--- config.mk ---
export PLATFORM = sky130hd
export DESIGN_NAME = matrix_c_unloader
export DESIGN_NICKNAME = d
export VERILOG_FILES = /design/src/rtl/matrix_pkg.sv /design/src/rtl/matrix_idx_counter.sv /design/src/rtl/matrix_c_unloader.sv
export SDC_FILE = /design/constraint.sdc
export NUM_CORES = 1
export LEC_CHECK = 0
export ABC_CLOCK_PERIOD_IN_PS = 2000
export CORE_MARGIN = 2
export CORE_UTILIZATION = 30
export DETAILED_ROUTE_END_ITERATION = 16
export HOLD_SLACK_MARGIN = 0.1
export PLACE_DENSITY = 0.55
export SLEW_MARGIN = 10
export SYNTH_ARGS = -nofsm -noshare
export SYNTH_HDL_FRONTEND = slang
export SYNTH_SLANG_ARGS = --single-unit
--- constraint.sdc ---
create_clock -name clk -period 2 [get_ports clk]
set_input_delay 0.6 -clock clk [delete_from_list [all_inputs] [get_ports clk]]
set_output_delay 0.6 -clock clk [all_outputs]
set_load 0.005 [all_outputs]
--- src/rtl/matrix_pkg.sv ---
// Shared types and helpers for the matrix C unloader and its index counter.
package matrix_pkg;

    localparam int unsigned DATA_W_DEF = 32;

    typedef enum logic [1:0] {
        IDLE   = 2'd0,
        STREAM = 2'd1,
        DONE   = 2'd2
    } state_t;

    // Counter width for n states, never narrower than one bit
    function automatic int unsigned cnt_w(input int unsigned n);
        return (n > 1) ? 32'($clog2(n)) : 32'd1;
    endfunction

    // Linear element position of (row, col) in a row-major flat matrix
    function automatic int unsigned elem_index(input int unsigned r,
                                               input int unsigned c,
                                               input int unsigned cols);
        return r * cols + c;
    endfunction

endpackage

--- src/rtl/matrix_idx_counter.sv ---
// Row/column walker for the unloader; reports the element index after the next advance
// and whether the current position is the final one. MATRIX_C_TRANSPOSE_EN walks column-major.
module matrix_idx_counter
    import matrix_pkg::*;
#(
    parameter int unsigned ROW    = 4,
    parameter int unsigned COLUMN = 4
) (
    input  logic                           clk,
    input  logic                           reset,
    input  logic                           clear,
    input  logic                           enable,
    output logic [cnt_w(ROW*COLUMN)-1:0]   next_index_c,
    output logic                           last_c
);

    localparam int unsigned RW = cnt_w(ROW);
    localparam int unsigned CW = cnt_w(COLUMN);
    localparam int unsigned IW = cnt_w(ROW * COLUMN);
    localparam logic [RW-1:0] R_MAX = RW'(ROW - 1);
    localparam logic [CW-1:0] C_MAX = CW'(COLUMN - 1);

    logic [RW-1:0] r, r_nxt;
    logic [CW-1:0] c, c_nxt;

    // Position after one advance; the fast counter wraps and carries into the slow one
    always_comb begin
        r_nxt = r;
        c_nxt = c;
`ifdef MATRIX_C_TRANSPOSE_EN
        r_nxt = (r == R_MAX) ? '0 : r + RW'(1);
        if (r == R_MAX)
            c_nxt = (c == C_MAX) ? '0 : c + CW'(1);
`else
        c_nxt = (c == C_MAX) ? '0 : c + CW'(1);
        if (c == C_MAX)
            r_nxt = (r == R_MAX) ? '0 : r + RW'(1);
`endif
    end

    assign last_c       = (r == R_MAX) && (c == C_MAX);
    assign next_index_c = IW'(elem_index(32'(r_nxt), 32'(c_nxt), COLUMN));

    always_ff @(posedge clk or negedge reset) begin
        if (!reset) begin
            r <= '0;
            c <= '0;
        end else if (clear) begin
            r <= '0;
            c <= '0;
        end else if (enable) begin
            r <= r_nxt;
            c <= c_nxt;
        end
    end

endmodule

--- src/rtl/matrix_c_unloader.sv ---
// Snapshots a flat ROWxCOLUMN matrix on C_opcode and streams it one word per valid/ready transfer.
// Define MATRIX_C_TRANSPOSE_EN for column-major output order.
module matrix_c_unloader
    import matrix_pkg::*;
#(
    parameter int unsigned ROW    = 4,
    parameter int unsigned COLUMN = 4,
    parameter int unsigned DATA_W = DATA_W_DEF
) (
    input  logic                         clk,
    input  logic                         reset,
    input  logic                         C_opcode,
    input  logic [ROW*COLUMN*DATA_W-1:0] Data_in,
    input  logic                         Ready_C,
    output logic [DATA_W-1:0]            Data_from_C,
    output logic                         Valid_C,
    output logic                         Busy_C,
    output logic                         Done_C
);

    localparam int unsigned N  = ROW * COLUMN;
    localparam int unsigned IW = cnt_w(N);

    state_t            state;
    logic [DATA_W-1:0] snap [N];
    logic [IW-1:0]     next_idx_c;
    logic              last_c;
    logic              start_c;
    logic              xfer_c;

    assign start_c = (state == IDLE) && C_opcode;
    assign xfer_c  = (state == STREAM) && Valid_C && Ready_C;

    matrix_idx_counter #(
        .ROW    (ROW),
        .COLUMN (COLUMN)
    ) u_idx (
        .clk          (clk),
        .reset        (reset),
        .clear        (start_c),
        .enable       (xfer_c),
        .next_index_c (next_idx_c),
        .last_c       (last_c)
    );

    // FSM, snapshot and registered output word; element 0 leads in either order
    always_ff @(posedge clk or negedge reset) begin
        if (!reset) begin
            state       <= IDLE;
            Valid_C     <= 1'b0;
            Busy_C      <= 1'b0;
            Done_C      <= 1'b0;
            Data_from_C <= '0;
            for (int k = 0; k < int'(N); k++)
                snap[k] <= '0;
        end else begin
            Done_C <= 1'b0;
            case (state)
                IDLE: begin
                    if (C_opcode) begin
                        for (int k = 0; k < int'(N); k++)
                            snap[k] <= Data_in[k*DATA_W +: DATA_W];
                        Data_from_C <= Data_in[DATA_W-1:0];
                        Valid_C     <= 1'b1;
                        Busy_C      <= 1'b1;
                        state       <= STREAM;
                    end
                end
                STREAM: begin
                    if (xfer_c) begin
                        if (last_c) begin
                            Data_from_C <= '0;
                            Valid_C     <= 1'b0;
                            Busy_C      <= 1'b0;
                            Done_C      <= 1'b1;
                            state       <= DONE;
                        end else begin
                            Data_from_C <= snap[next_idx_c];
                        end
                    end
                end
                DONE: begin
                    state <= IDLE;
                end
                default: begin
                    state       <= IDLE;
                    Valid_C     <= 1'b0;
                    Busy_C      <= 1'b0;
                    Data_from_C <= '0;
                end
            endcase
        end
    end

endmodule

After elaboration in Yosys (flattened, before gate mapping)

Index checks and enable logic that the tools add are counted.

Flip-flop bits (word level): 552
Output and inout port bits: 35
Logic and storage cells: 70
Input bits: 516

$add $sub $neg: 3
$lt $le $gt $ge: 1
Reduce and logical (&&, ||, !) cells: 10
Equal/unequal tests: 7
Bitwise operators: 2
Multiplexer cells: 25

Operator list:

| operator              | count |
|---|---|
| $mux W32              | 5 |
| $bmux W32 S4          | 1 |
| $pmux W32 S3          | 1 |
| $mux W2               | 10 |
| $eq A2 B2 Y1 const B  | 3 |
| $mux W1               | 6 |
| $reduce_and A3 Y1     | 2 |
| $ge A5 B5 Y1 const B  | 1 |
| $not A4 Y5            | 1 |
| $add A2 B1 Y2 const B | 2 |
| $add A4 B2 Y4         | 1 |
| $logic_and A1 B1 Y1   | 4 |
| $ne A2 B2 Y1 const B  | 2 |
| $pmux W2 S2           | 1 |
| $reduce_and A4 Y1     | 1 |
| $pmux W1 S3           | 1 |
| $eq A2 B1 Y1 const B  | 1 |
| $logic_not A2 Y1      | 1 |
| $ne A2 B1 Y1 const B  | 1 |
| $reduce_and A2 Y1     | 1 |
| $reduce_bool A2 Y1    | 1 |
| $not A1 Y1            | 1 |

Logic depth before layout (Yosys ltp)

Gate-level depths: netlist (run 1).

Word-level depth: 11
Depth in mapped cells: 8
Gate-level depth less buffers: 5

By module

Synthesis (run 1) repeated with hierarchy kept, for this count alone.

Cells, all modules: 1548
Area total of the unflattened synthesis: 24757.5 um^2

Modules (own cells, without submodules):

| module             | times used | area an instance (um^2) | sequential area each (um^2) | cells an instance |
|---|---|---|---|---|
| matrix_c_unloader  | 1          | 24499.7                 | 13713.2                     | 1525 |
| matrix_idx_counter | 1          | 257.7                   | 100.1                       | 23 |

Least setup slack after synthesis (run 1)

Ideal clock, no wire load.

Path type: reg2reg
Start point: register u_idx.c[0]
End point: register Data_from_C[10]
Setup slack: -0.119 ns
Arrival time: 1.990 ns
Clock period less this slack: 2.119 ns
Path buffers: 3
Setup time: 0.129 ns
Data required time: 1.871 ns
Stages on the path, launching flop included: 9
Path through: dfrtp_1 -> ha_1 -> buf_6 -> nor2_8 -> buf_12 -> buf_6 -> mux4_1 -> o22ai_1 -> o31ai_1

Cells in the longest elaborated chain, start to end: 10
Elaborated cells on any way between the ends: 13
Classes of those cells: add/sub (2); eq/ne (1); mux (8); bitwise (1); reduce/logical (1)

Ends and longest elaborated chain:

| what                                          | line                                                                         | source |
|---|---|---|
| start, declared                               | matrix_idx_counter.sv:24                                                     | `logic [CW-1:0] c, c_nxt;` |
| start signal, assigned                        | matrix_idx_counter.sv:53                                                     | `c <= c_nxt;` |
| $add A2 B1 Y2 or $eq A2 B2 Y1 (tied branches) | matrix_idx_counter.sv:35, matrix_idx_counter.sv:36, matrix_idx_counter.sv:41 |  |
| $mux W2 (on tied branches)                    | matrix_idx_counter.sv:35, matrix_idx_counter.sv:36                           |  |
| $add A4 B2 Y4                                 | matrix_pkg.sv:21                                                             | `return r * cols + c;` |
| $not A4 Y5 (implied by the code)              | matrix_c_unloader.sv:78                                                      | `Data_from_C <= snap[next_idx_c];` |
| $bmux W32 S4                                  | matrix_c_unloader.sv:78                                                      |  |
| $mux W32 (implied by the code) (2 in series)  | matrix_c_unloader.sv:78                                                      |  |
| $mux W32 *                                    | matrix_c_unloader.sv:71                                                      | `if (last_c) begin` |
| $mux W32 *                                    | matrix_c_unloader.sv:70                                                      | `if (xfer_c) begin` |
| $pmux W32 S3 *                                | matrix_c_unloader.sv:58                                                      | `case (state)` |
| end signal, assigned                          | matrix_c_unloader.sv:63                                                      | `Data_from_C <= Data_in[DATA_W-1:0];` |
| end signal, assigned                          | matrix_c_unloader.sv:78                                                      |  |
| end, declared                                 | matrix_c_unloader.sv:15                                                      | `output logic [DATA_W-1:0] Data_from_C,` |

Mark *: on every way between the ends. The rest lies on a longest branch, timed or not. The select of a mux whose other input is x is not followed.
A chain may end at the register's enable or synchronous reset.

Worst setup path after layout (run 1)

Start point: register u_idx.c[1]
End point: register Data_from_C[17]

Same word-level chain as after synthesis.

==> results of run 1 <==
sequential cells by signal, summed over array words and instances (netlist names):
name and flops:
Busy_C 1, Data_from_C 32, Done_C 1, snap 512, state 2, u_idx.c 2, u_idx.r 2
cells by family (layout without fill, tap and decap cells):
logic type	count (synthesis)	after routing	share of synthesized area [%]
multiplexers	128	128	11.9
flip-flops	552	552	56.2
buffers and inverters	167	896	3.39
AO/OA/AOI/OAI	139	140	3.80
AND/OR/NAND/NOR	1594	1594	24.6
adder cells (fa/ha/maj)	2	2	0.102
other	0	10	0
what timing repair did:
action / CTS / global route
pin swaps: 1 / 0
hold buffers: 1 / 0
gates resized for setup: 73 / 18
setup endpoints to repair: 67 / 33
hold endpoints to repair: 47 / 0
setup buffers: 6 / 12
cloned: 1 / 1
cell usage after synthesis, types with 3 or more instances:
cell type,number
mux4_1,12
o21ai_1,3
nor2_1,38
buf_2,61
a21boi_0,16
mux4_2,116
o31ai_1,31
clkbuf_1,86
buf_6,11
dfrtp_1,552
a22oi_1,16
nand3_1,4
o22ai_1,33
o21ai_0,28
nand2_1,1543
power groups by stage:
| stage | Combinational, uW | Clock (uW) | Sequential (uW) |
|---|---|---|---|
| finish | 26000 | 11700 | 19700 |
| detailed placement | 25000 | 0 | 19800 |
| floorplan | 13700 | 0 | 18700 |
| CTS | 25700 | 12000 | 19700 |
| global placement | 24800 | 0 | 19700 |
| global route | 28200 | 12400 | 20300 |
final cells by class:
type	count	area share [%]
antenna	10	0.0704
timing repair buffer	782	22.7
inverter	2	0.0211
multi-input combinational	1864	28.7
clock buffer	94	5.27
sequential	552	38.9
clock inverter	18	0.599
tap	1060	3.73
critical path, delay by kind of cell, from the launching register on:
family,cells,cell delay [ns]
flip-flops,1,0.39
AND/OR/NAND/NOR,1,0.32
adder cells (fa/ha/maj),1,0.18
AO/OA/AOI/OAI,3,0.64
buffers and inverters,3,0.55
cell usage in the layout, fill, tap and decap left out, types with 3 or more instances in the layout:
cell type	netlist	final
nor2_1	38	34
a21boi_0	16	16
clkbuf_16	0	64
diode_2	0	10
clkinvlp_4	0	5
nand2_1	1543	1543
clkinv_2	0	7
o31ai_1	31	29
clkbuf_8	0	18
o22ai_1	33	16
o21ai_0	28	25
buf_6	11	10
bufinv_16	0	4
a22oi_1	16	16
buf_12	1	62
o21ai_1	3	5
mux4_1	12	4
o22ai_2	0	12
nand3_1	4	4
buf_4	2	156
a2bb2oi_4	0	3
mux4_2	116	124
o22ai_4	0	5
dlygate4sd2_1	0	33
clkbuf_1	86	13
nor2_2	0	3
clkdlybuf4s50_1	0	514
dfrtp_1	552	550
layer usage:
metal	part of all wire, %	wire (um)
met5	0.055	50
met4	2.8	2520
met3	4.8	4430
met2	49	44900
met1	43	39800
worst min-delay path by stage:
stage,startpoint,to,slack (ns),cells after the start
after floorplan,reset,Busy_C,0.30,0
after global routing,reset,snap[180],0.43,2
after CTS,reset,snap[180],0.40,2
after global placement,snap[441],snap[441],0.45,2
final,reset,snap[180],0.44,2
after detailed placement,snap[327],snap[327],0.46,2
through the flow:
step	setup WS [ns]	instance area, um2
finish	-0.265	35500
global route	-0.321	35500
CTS	-0.259	35300
detailed placement	-0.425	33000
global placement	-0.345	33000
floorplan	-0.0216	24600
==> results by group, run 1 <==
Outcome
  – Status: complete, but fails checks
  – Violated checks: negative setup slack

Timing
  – Clock skew: 0.0177 ns
  – Final setup fails: 32
  – Relative slew slack: 60.6%
  – Fmax: 442 MHz
  – Hold Slack: 0.438 ns
  – Tightest Pin Transition: 0.589 ns
  – Period utilisation layout: 113%
  – Fin Setup TNS: -6.60 ns
  – Setup ws final: -0.265 ns
  – Final Hold Violating Endpoints: 0
  – RSZ-0062 raised after global routing: true
  – Min Tclk post-route: 2.26 ns
  – Pins Over Slew Limit: 0

Power
  – Combinational Power Share: 45.3%
  – Net switching power: 21,000 uW
  – Max VDD drop: 0.878 mV
  – Clock share of power: 20.4%
  – Register share of total power: 34.3%
  – Internal power: 36,300 uW
  – Switching share of power: 36.6%
  – P_leak: 0.0172 uW
  – Overall Power: 57,300 uW
  – Pwr/cell area: 1610 mW/mm2

Critical path
  – Worst path max stage delay: 0.39 ns
  – Worst r2r dst: Data_from_C[17]
  – R2R setup slack: -0.26 ns
  – CP endpoint kind: flip-flop
  – Required @ worst endpoint: 2.49 ns
  – FF-to-FF Start: u_idx.c[1]
  – R2r worst-path depth: 8
  – Path type of the worst setup path: flip-flop to flip-flop
  – Arrival @ worst endpoint: 2.75 ns
  – Crit-path cells: ha_4 > buf_4 > or2b_4 > o32a_2 > buf_12 > o22ai_1 > buf_4 > o31ai_1
  – Crit-path slowest cell: dfrtp_1
  – CP most frequent cell: buf_4
  – CP endpoint: Data_from_C[17]
  – Worst setup SP type: flip-flop
  – Crit. Startpoint: u_idx.c[1]
  – Worst Path Max Fanout: 32

Finish
  – Layout cell share with drive strength beyond 1: 15.0%
  – Final core utilization: 44.0%
  – Synthesis-to-finish area growth: 44.6%
  – FF/Latch Area: 0.0138 mm2
  – Area of the multi-input gates: 0.0102 mm2
  – Post-route insts no fill: 4,382
  – Post-layout nets: 3,781
  – Fillcell total: 7,822

Floorplan
  – Total core area: 0.0808 mm2
  – Row cnt: 104
  – Ports: 551
  – Die area: 0.0842 mm2
  – Die X: 290 um
  – Initial Util: 30.4%
  – Die Height: 290 um

CTS
  – Clock buffer depth: 3
  – Reg clk slew, reported paths: 0.06 ns
  – CTS Sinks: 552
  – CTS Buf Count: 61
  – Latest clock arrival within the worst-skew pair: 0.62 ns
  – CTS tree: built
  – CTS H-tree depth: 2
  – Clock root cell: clkbuf_16

Drt
  – Final ANT Viol Nets: 0
  – Initial DRC count: 1,491
  – DR WL/cell: 20.9 um
  – Drt total wl: 91.7 mm
  – Via/cell ratio: 4.68
  – Vias: 20.5k
  – First-pass DRT Iterations: 5
  – Drt drc: 0

Synthesis
  – Synth Cell Area: 0.0246 mm2
  – Most area-hungry cell type in the Yosys netlist: dfrtp_1
  – Syn avg cell area: 9.51 um2
  – Ranking of synthesized cells by area: dfrtp_1 56%, nand2_1 24%, mux4_2 11%
  – Post-synthesis sequential area ratio: 56.2%
  – Library cells used by synthesis: 36
  – Mapped Cells: 2,582
  – Synth warn: 0
  – Top_reg_cell synth: dfrtp_1
  – Yosys top cell area share: 56.2%
  – Post-synth ARST share: 100%
  – Mapped Nets: 3,100
  – Seq cells post-synth: 552
  – Post-synth EDFFs: 0

Global routing
  – First-pass GRT wire length: 138 mm
  – Initial antenna violation count: 14
  – Vias in the first global route: 21.6k
  – GRT busiest layer: met2
  – M2 GR Usage: 36.5%
  – Met3 Use GR: 3.22%
  – Met1 Use GR: 28.9%
  – GR Overflow Total: 0
  – Largest net degree at the start of global routing: 78
  – Total track usage: 21.7%

Place
  – GPL Wtd Cong: 0.837
  – HPWL Detailed: 70.8 mm
  – Placed insts: 4,239
  – PortBufs: 550

Hold path
  – Hold WC Path Type: primary input to asynchronous set/reset pin

Job
  – Max-cap viol count: 0
Note: power is estimated with default switching activity, not from simulation.
==> run 2, diff against run 1 <==
Settings changed: CAP_MARGIN set to 20.
==> results of run 2 <==
Final layout, timing and power as in run 1 (identical DEF).
==> run 3, diff against run 2 <==
Settings changed: ABC_CLOCK_PERIOD_IN_PS 2000 to 1900.
Clock period 2 ns to 1.9 ns, I/O delays scaled along.
==> run 3 against run 2 <==
Compared with the run above:
- the run still ends with negative setup slack left
- register-to-register slack got worse by 0.098 ns
- sequential share of layout area decreased by 0.12 points
- critical path depth unchanged
- design area is 0.31% higher
- sequential power rose by 5%
- clock skew up 0.013 ns
- via count is 0.63% lower
- cell count shrank 0.57%
- global-route usage increased by 0.38 points
- wire length rose by 2.0%
- largest power group unchanged
==> results by group, run 3 (synthesis results as in run 1) <==
Critical path
  – Worst path max stage delay: 0.61 ns (+0.22 ns)
  – Path type of the worst setup path: flip-flop to flip-flop
  – R2R setup slack: -0.36 ns (-0.10 ns)
  – FF-to-FF Start: u_idx.c[0]
  – Arrival @ worst endpoint: 2.75 ns (about the same)
  – Crit-path slowest cell: mux4_2
  – R2r worst-path depth: 8 (unchanged)
  – Worst r2r dst: Data_from_C[12]
  – Delay-heaviest family, CP: multiplexers
  – Crit-path cells: ha_4 > nor2_8 > buf_12 > buf_4 > mux4_2 > o22ai_1 > buf_4 > o31ai_1
  – Crit path buffers/inverters: 3 (unchanged)
  – Worst Path Max Fanout: 9 (-72%)
  – Worst setup SP type: flip-flop
  – CP endpoint kind: flip-flop
  – Required @ worst endpoint: 2.39 ns (-0.10 ns)
  – CP most frequent cell: buf_4

Finish
  – Post-layout nets: 3,761 (-0.53%)
  – Final core utilization: 44.1% (+0.14 points)
  – Largest registers: snap x512, Data_from_C x32
  – Layout cell share with drive strength beyond 1: 15.1% (+0.074 points)
  – Max FFs per register: 512 (unchanged)
  – Largest Register: snap
  – Post-route insts no fill: 4,357 (-0.57%)
  – Most frequent cells in the layout: 1,543 x nand2_1, 550 x dfrtp_1, 514 x clkdlybuf4s50_1
  – Synthesis-to-finish area growth: 45.0%
  – Most common cell after layout, fill and taps aside: nand2_1

Global routing
  – Initial antenna violation count: 19 (+5)
  – GR Overflow Total: 0 (unchanged)
  – Vias in the first global route: 21.4k (-1.4%)
  – Largest net degree at the start of global routing: 64 (-18%)
  – First-pass GRT wire length: 139 mm (+0.77%)
  – Total track usage: 22.1% (+0.38 points)

Outcome
  – Status: complete, but fails checks
  – Violated checks: negative setup slack

Timing
  – Final Hold Violating Endpoints: 0 (unchanged)
  – Clock skew: 0.0304 ns (+0.0127 ns)
  – RSZ-0062 raised after global routing: true
  – Fmax: 442 MHz (about the same)
  – Final setup fails: 32 (unchanged)
  – Relative slew slack: 59.1% (-1.5 points)
  – Setup ws final: -0.363 ns (-0.0981 ns)
  – Tightest Pin Transition: 0.611 ns (+0.0217 ns)
  – Min Tclk post-route: 2.26 ns (-0.00188 ns)
  – Period utilisation layout: 119% (+5.9 points)
  – Pins Over Slew Limit: 0 (unchanged)

Drt
  – DR WL/cell: 21.5 um (+2.6%)
  – Drt drc: 0 (unchanged)
  – Final ANT Viol Nets: 0 (unchanged)
  – Drt total wl: 93.6 mm (+2.0%)
  – Via/cell ratio: 4.68 (about the same)
  – First-pass DRT Iterations: 8 (+3)
  – Initial DRC count: 1,255 (-16%)
  – Vias: 20.4k (-0.63%)

CTS
  – CTS tree: built
  – CTS Buf Count: 61 (unchanged)
  – Clock buffer depth: 3 (unchanged)
  – Reg clk slew, reported paths: 0.06 ns (about the same)
  – CTS Sinks: 552 (unchanged)
  – Clock root cell: clkbuf_16
  – Latest clock arrival within the worst-skew pair: 0.64 ns (+0.02 ns)
  – CTS H-tree depth: 2 (unchanged)

Power
  – Pwr/cell area: 1730 mW/mm2 (+7.4%)
  – P_leak: 0.0172 uW (-0.48%)
  – Max VDD drop: 1.09 mV (+25%)

Floorplan
  – Die X: 290 um (unchanged)
  – Ports: 551 (unchanged)
  – Total core area: 0.0808 mm2 (unchanged)
  – Die Height: 290 um (unchanged)
  – Die area: 0.0842 mm2 (unchanged)
  – Row cnt: 104 (unchanged)
  – Initial Util: 30.4% (unchanged)

Job
  – Max-cap viol count: 0 (unchanged)

Place
  – PortBufs: 550 (unchanged)
  – HPWL Detailed: 70.8 mm (-0.11%)
  – GPL Wtd Cong: 0.819 (-2.2%)
  – Placed insts: 4,220 (-0.45%)
  – Worst slack at placement: -0.510 ns (-0.0846 ns)

Hold path
  – Hold WC Path Type: primary input to asynchronous set/reset pin
run 3: cell types whose count changed in the layout (fill, tap and decap cells not counted), sizes merged:
cell           delta
clkdlybuf4s15    +23
dlygate4sd2      -29
clkbuf            -2
clkinv            +3
clkinvlp          -4
buf              -16
diode             -2
inv               -1
bufinv            +3
run 3: worst max path at each step:
| stage | from | endpoint | slack [ns] | cells past startpoint |
|---|---|---|---|---|
| 6_report | u_idx.c[0] | Data_from_C[12] | -0.36 | 8 |
| 5_1_grt | u_idx.c[0] | Data_from_C[16] | -0.43 | 9 |
| 4_1_cts | u_idx.c[0] | Data_from_C[16] | -0.41 | 9 |
| 3_5_place_dp | u_idx.c[0] | Data_from_C[14] | -0.51 | 8 |
| 3_3_place_gp | u_idx.c[0] | Data_from_C[14] | -0.50 | 8 |
| 2_1_floorplan | u_idx.c[0] | Data_from_C[20] | -0.11 | 8 |
run 3: per-stage QoR:
| stage | setup TNS, ns | hold WS, ns | instance area, um2 | power, uW |
|---|---|---|---|---|
| after floorplan | -3.09 | 0.274 | 24600 | 34100 |
| after global placement | -173.01 | 0.446 | 32900 | 47400 |
| after detailed placement | -179.10 | 0.448 | 32900 | 47700 |
| after CTS | -11.63 | 0.354 | 35400 | 61900 |
| after global routing | -11.77 | 0.384 | 35600 | 65600 |
| final | -9.73 | 0.391 | 35600 | 61800 |
run 3: metal layers:
metal  track usage, %  vias up  share of wire, %
li1                 -     9684                 -
met1             29.0     9972                43
met2             35.7      564                48
met3             5.16      140               6.0
met4             8.08       20               3.3
met5                0        -              0.12
run 3: cell type report:
cell class,count,area (um2)
diodes,8,20.0
inverters,2,7.51
repair buffers,762,8130
clock inverters,19,303
multi-input cells,1864,10200
fillers,7837,45200
clock buffers,90,1790
flip-flops and latches,552,13800
well taps,1060,1330
run 3: what timing repair did:
| item | in CTS | in global routing |
|---|---|---|
| cloned | 3 | 2 |
| endpoints found under the hold margin | 94 | 0 |
| gates resized for setup | 133 | 35 |
| hold buffers | 1 | 0 |
| setup endpoints to repair | 67 | 38 |
| setup buffers | 10 | 5 |
| pin swaps | 13 | 8 |
run 3: power breakdown:
| group | internal (uW) | total, uW | switching, uW | leakage [uW] |
|---|---|---|---|---|
| clock network | 7420 | 12400 | 4950 | 0.00103 |
| logic | 14300 | 28700 | 14400 | 0.00921 |
| registers | 17500 | 20700 | 3200 | 0.00692 |
| total | 39200 | 61800 | 22500 | 0.0172 |
